--- src/rtl/interval_capture.sv ---
// Measures clk cycles between a start and a stop pulse and offers each result
// on a valid/ready output; measurements still open at TIMEOUT are aborted and flagged.
module interval_capture #(
    parameter int CNT_W   = 8,
    parameter int TIMEOUT = 200
) (
    input  logic             clk,
    input  logic             areset,
    input  logic             start_pulse,
    input  logic             stop_pulse,
    output logic [CNT_W-1:0] meas_value,
    output logic             meas_timeout,
    output logic             meas_valid,
    input  logic             meas_ready,
    output logic             busy,
    output logic             overrun,
    output logic [1:0]       fsm_state
);

    if (TIMEOUT < 1 || TIMEOUT > (2 ** CNT_W) - 1) begin : g_bad_timeout
        $error("interval_capture: TIMEOUT must lie in 1 .. 2**CNT_W-1");
    end

    localparam logic [CNT_W-1:0] TIMEOUT_V = CNT_W'(TIMEOUT);
    localparam logic [CNT_W-1:0] ONE       = CNT_W'(1);

    typedef enum logic [1:0] {
        S_IDLE    = 2'd0,
        S_MEASURE = 2'd1,
        S_HOLD    = 2'd2
    } state_t;

    state_t           state;
    logic [CNT_W-1:0] cnt;
    logic [CNT_W-1:0] cnt_inc;

    // cnt stays at or below TIMEOUT-1, so the increment cannot wrap.
    assign cnt_inc = cnt + ONE;

    always_ff @(posedge clk or posedge areset) begin
        if (areset) begin
            state        <= S_IDLE;
            cnt          <= '0;
            meas_value   <= '0;
            meas_timeout <= 1'b0;
            overrun      <= 1'b0;
        end else begin
            overrun <= 1'b0;
            case (state)
                S_IDLE: begin
                    if (start_pulse) begin
                        cnt   <= '0;
                        state <= S_MEASURE;
                    end
                end
                S_MEASURE: begin
                    if (stop_pulse) begin
                        meas_value   <= cnt_inc;
                        meas_timeout <= 1'b0;
                        state        <= S_HOLD;
                    end else if (cnt_inc == TIMEOUT_V) begin
                        meas_value   <= TIMEOUT_V;
                        meas_timeout <= 1'b1;
                        state        <= S_HOLD;
                    end else if (start_pulse) begin
                        cnt <= '0;
                    end else begin
                        cnt <= cnt_inc;
                    end
                end
                S_HOLD: begin
                    // A result transfers on any edge where meas_valid and meas_ready
                    // are both high; meas_valid never drops without that transfer.
                    if (meas_ready) begin
                        if (start_pulse) begin
                            cnt   <= '0;
                            state <= S_MEASURE;
                        end else begin
                            state <= S_IDLE;
                        end
                    end else if (start_pulse) begin
                        overrun <= 1'b1;
                    end
                end
                default: state <= S_IDLE;
            endcase
        end
    end

    assign meas_valid = (state == S_HOLD);
    assign busy       = (state != S_IDLE);
    assign fsm_state  = state;

endmodule

--- config.mk ---
export PLATFORM = sky130hd
export DESIGN_NAME = interval_capture
export DESIGN_NICKNAME = d
export VERILOG_FILES = /design/src/rtl/interval_capture.sv
export SDC_FILE = /design/constraint.sdc
export NUM_CORES = 1
export LEC_CHECK = 0
export ABC_AREA = 1
export CAP_MARGIN = 20
export CORE_MARGIN = 2
export CORE_UTILIZATION = 25
export CTS_CLUSTER_DIAMETER = 50
export CTS_CLUSTER_SIZE = 14
export DETAILED_ROUTE_END_ITERATION = 6
export PLACE_DENSITY = 0.43
export SLEW_MARGIN = 10
export SYNTH_ARGS = -nofsm -noshare
export SYNTH_HDL_FRONTEND = slang
export SYNTH_SLANG_ARGS = --single-unit
export TNS_END_PERCENT = 20
--- constraint.sdc ---
create_clock -name clk -period 4.25 [get_ports clk]
set_clock_uncertainty 0.05 [all_clocks]
set_input_delay 1.275 -clock clk [delete_from_list [all_inputs] [get_ports clk]]
set_output_delay 1.275 -clock clk [all_outputs]
set_load 0.01 [all_outputs]
After elaboration in Yosys (flattened, before gate mapping)
Cells that the tools add are included.

cells by class
  add/subtract/negate cells = 1
  equal/unequal tests = 8
  mux-type cells = 19
  reductions and logical operators = 7

operators with widths
  kind                 number
  $mux 8               7
  $pmux 8 s3           1
  $add 8x1->8 const B  1
  $eq 8x8->1 const B   1
  $mux 2               4
  $mux 1               6
  $ne 2x2->1 const B   3
  $pmux 2 s3           1
  $reduce_and 4->1     1
  $reduce_bool 2->1    2
  $ne 3x3->1 const B   1
  $reduce_and 3->1     1
  $reduce_bool 3->1    1
  $eq 2x1->1 const B   1
  $eq 2x2->1 const B   1
  $logic_not 2->1      1
  $ne 2x1->1 const B   1
  $reduce_and 2->1     1

storage, ports and cells
  flip-flop bits (word level) = 20

Longest topological paths before layout
  depth in word-level cells = 5
  gate-level depth with buffers = 12
  gate-level depth less buffers = 12

Worst setup path before layout
No wires, ideal clock.

  path kind = register to output
  from = register state[1], in the netlist fsm_state[1]
  to = output port meas_valid
  data arrival time = 0.687 ns
  required time = 2.925 ns
  path slack = 2.238 ns
  stages on the path, launching flop included = 3
  cells stage by stage = dfrtp_1 > inv_1 > nor2_1

between the ends
  longest elaborated chain between the ends = 1

RTL lines
  what                      line  text
  start: declaration        33    state_t state;
  start signal: assignment  42    state <= S_IDLE;
  start signal: assignment  53    state <= S_MEASURE;
  start signal: assignment  60    state <= S_HOLD;
  $eq 2x2->1                90    assign meas_valid = (state == S_HOLD);
  end: declaration          13    output logic meas_valid,

No other way between the ends.

Worst setup path in the final report
Same ends and word-level chain as after synthesis.

==> run summary <==
Counting every net in the synthesized netlist gives 160. The number of antenna diodes in the final layout is 0. In this run the post-CTS setup repair buffer count came out at 0. The logs give 0.175 mV for the worst-case vdd ir drop and 1042 for the via count of the first global-routing pass.

The final setup TNS is 0 ns, and the maximum net fanout on the critical path is 3. Of the total power, combinational logic draws 36.3%. Dividing the detail-routed wire length by the instance count gives 12.4 um.

The run gives 182 as the final layout net count. The tightest min-delay check is of the register to register type. Setup repair after global routing left no endpoint under its margin. The sort of element at the end of the critical path was an output port.

The initial antenna violation count is 0. The summed instance area of the synthesized netlist was 1140 um^2; the maximum frequency from static timing analysis was 360 MHz. The wire length of the first global-routing pass was 5000 um; the pin slew with the least headroom to its limit was 0.791 ns.

For this design the static power due to leakage is 0.688 nW. After detailed routing, the number of remaining DRC violations is 0. The number of standard cells in the layout, taps in and fillers out is 226, and the post-synthesis average cell area is 7.47 um^2.

For the final hold violation count, the log shows 0. Final critical delay including setup and external delays: 2.77 ns. Buffers placed on the I/O ports in this run total 18.

The post-synthesis instance total was 153; the initial core utilization was 26.1%. The violation count after the first detailed-route iteration is 44. The tools report the row count as 24. Once routing completed, OpenROAD measured the worst setup slack at 1.48 ns. Dividing the detail-routed via count by the number of cells gives 4.51. After clock tree synthesis, the repair step resized 0 gates. At the worst endpoint, the arrival time is 1.45 ns. The run gives 2810 um as the overall routed net length. The run gives 2 as the maximum buffer depth of the clock tree.

The type of the worst setup path was register to output port. Number of nets with antenna violations after detailed routing: 0. Number of levels in the clock H-tree: 1.

TritonCTS built the clock tree. The worst slew margin relative to its limit came out at 47.2%. The net load switching power is 0.231 mW, and the die height is 71.6 um. The number of max-capacitance violations reported is 0, and the die footprint is 5130 um^2. For this run, the register share of the synthesized area comes to 43.8%.

Internal power contribution: 0.412 mW. From synthesis to final layout, the design area changed by 25.3%. After clock tree synthesis, the clock-pin slew on the worst setup and hold paths is 0.08 ns.

The overall die width came out at 71.6 um. The root buffer cell chosen for the clock tree is sky130_fd_sc_hd__clkbuf_8. Timing analysis after detailed placement gives a worst setup slack of 1.57 ns. In this run, CTS created clock tree buffers numbering 3. Entering global routing, the biggest net connects 21 pins. After global routing the overflow that remains totals 0. The run gives 0 as the number of hold buffers added after cts.

Dividing the final minimum period by the clock period gives 65.3%. The number of register bits inferred by synthesis was 20; the number of optimization iterations in the first detailed-route pass was 3. The run gives 2210 um as the detailed placer's ending HPWL.

Counting every sink on the clock net gives 20. In this run, flip-flops and latches consume 40.2% of the power. Global routing used 12.2% of the available tracks across all layers. The number of top-level pins was 19. Including well taps, the total number of placed cells is 222. At the worst endpoint, the required time is 2.92 ns. The setup violation total in the final timing report is 0. Layout cell share with drive strength beyond 1: 11.5%. The netlist uses 21 different library cells. Routability-driven placement finished with a final weighted congestion of 0.871. The run finished with clean final reports. The count of synthesis-stage warnings from yosys was 0; the power per cell area was 449 nW/um^2. The placeable core region came out at 4380 um^2.

The part of the power in the clock network is 23.5%, and the max-slew violation total from the final report is 0. The worst setup path is launched from a register. The routed layout has 1019 vias. In this run switching power makes up 36.0% of total power. The clock reaches the later pin of the worst-skew pair after 0.26 ns. The final design utilization is 32.7%.
[stage by stage]
stage	hold WS, ns	cell area [um^2]	power (mW)
6_report	0.453	1430	0.643
5_1_grt	0.485	1430	0.686
4_1_cts	0.460	1430	0.653
3_5_place_dp	0.441	1380	0.500
3_3_place_gp	0.437	1380	0.498
2_1_floorplan	0.448	1140	0.382
[critical path, cell delays in order, from the launching register on]
cell and delay (ns):
sky130_fd_sc_hd__dfrtp_1 0.41, sky130_fd_sc_hd__inv_1 0.10, sky130_fd_sc_hd__nor2_1 0.13, sky130_fd_sc_hd__clkdlybuf4s50_1 0.55
[routing by layer]
metal | wire (um) | GRT usage (%) | share of wire [%]
met1 | 1340 | 15.0 | 48
met2 | 1340 | 21.4 | 48
met3 | 87 | 2.25 | 3.1
met4 | 32 | 3.77 | 1.1
met5 | 0 | 0 | 0
[Yosys cell counts (all sizes together)]
master | n | area [um^2]
nand2 | 58 | 235
nand3 | 26 | 145
dfrtp | 20 | 500
inv | 19 | 71.3
nor2 | 17 | 78.8
nor3 | 3 | 15.0
ha | 2 | 25.0
nand4 | 2 | 18.8
a21oi | 1 | 5.00
buf | 1 | 11.3
o211ai | 1 | 12.5
o21ai | 1 | 5.00
o21bai | 1 | 11.3
xor2 | 1 | 8.76
[power by group through the flow]
stage	Clock [mW]	Combinational, mW	Sequential (mW)
after floorplan	0	0.112	0.270
after global placement	0	0.236	0.261
after detailed placement	0	0.237	0.263
after CTS	0.156	0.238	0.259
after global routing	0.164	0.260	0.263
final	0.151	0.234	0.258
[layout by cell type (no fill, tap or decap), types with 2 or more instances in the layout]
master,synthesis,layout
sky130_fd_sc_hd__clkbuf_8,0,4
sky130_fd_sc_hd__clkdlybuf4s50_1,0,18
sky130_fd_sc_hd__dfrtp_1,20,20
sky130_fd_sc_hd__ha_1,2,2
sky130_fd_sc_hd__inv_1,16,16
sky130_fd_sc_hd__inv_2,3,3
sky130_fd_sc_hd__nand2_1,55,55
sky130_fd_sc_hd__nand2_4,2,2
sky130_fd_sc_hd__nand3_1,23,23
sky130_fd_sc_hd__nand3_2,3,3
sky130_fd_sc_hd__nor2_1,13,13
sky130_fd_sc_hd__nor2_2,3,3
sky130_fd_sc_hd__nor3_1,3,3
[final cells by class]
cell class / instances / area (um^2)
clock buffers: 4 / 55.1
fillers: 481 / 2950
inverters: 19 / 71.3
multi-input cells: 113 / 561
flip-flops and latches: 20 / 500
well taps: 52 / 65.1
repair buffers: 18 / 180
[kinds of logic after synthesis]
| group | count (synthesis) | share of synthesized area, % |
|---|---|---|
| AO/OA/AOI/OAI | 4 | 2.95 |
| AND/OR/NAND/NOR | 106 | 43.1 |
| buffers and inverters | 20 | 7.22 |
| XOR/XNOR | 1 | 0.766 |
| adder cells (fa/ha/maj) | 2 | 2.19 |
| flip-flops | 20 | 43.8 |
[final timing paths]
path,startpoint,end,slack [ns],cells after the start
hold reg to reg,meas_value[5]$_DFFE_PP0P_,meas_value[5]$_DFFE_PP0P_,0.45,2
hold / removal,meas_value[5]$_DFFE_PP0P_,meas_value[5]$_DFFE_PP0P_,0.45,2
setup / recovery,fsm_state[1]$_DFFE_PP0P_,meas_valid,1.48,3
min in group asynchronous,areset,meas_value[5]$_DFFE_PP0P_,1.41,2
setup reg to reg,cnt[0]$_DFFE_PP0P_,cnt[4]$_DFFE_PP0P_,2.28,10
max in group asynchronous,areset,cnt[0]$_DFFE_PP0P_,2.25,2
[registers in the layout (all words and copies together), names as in the netlist]
register and flops:
cnt 8, meas_value 8, fsm_state 2, meas_timeout 1, overrun 1
Power figures use the tool's default switching activity.
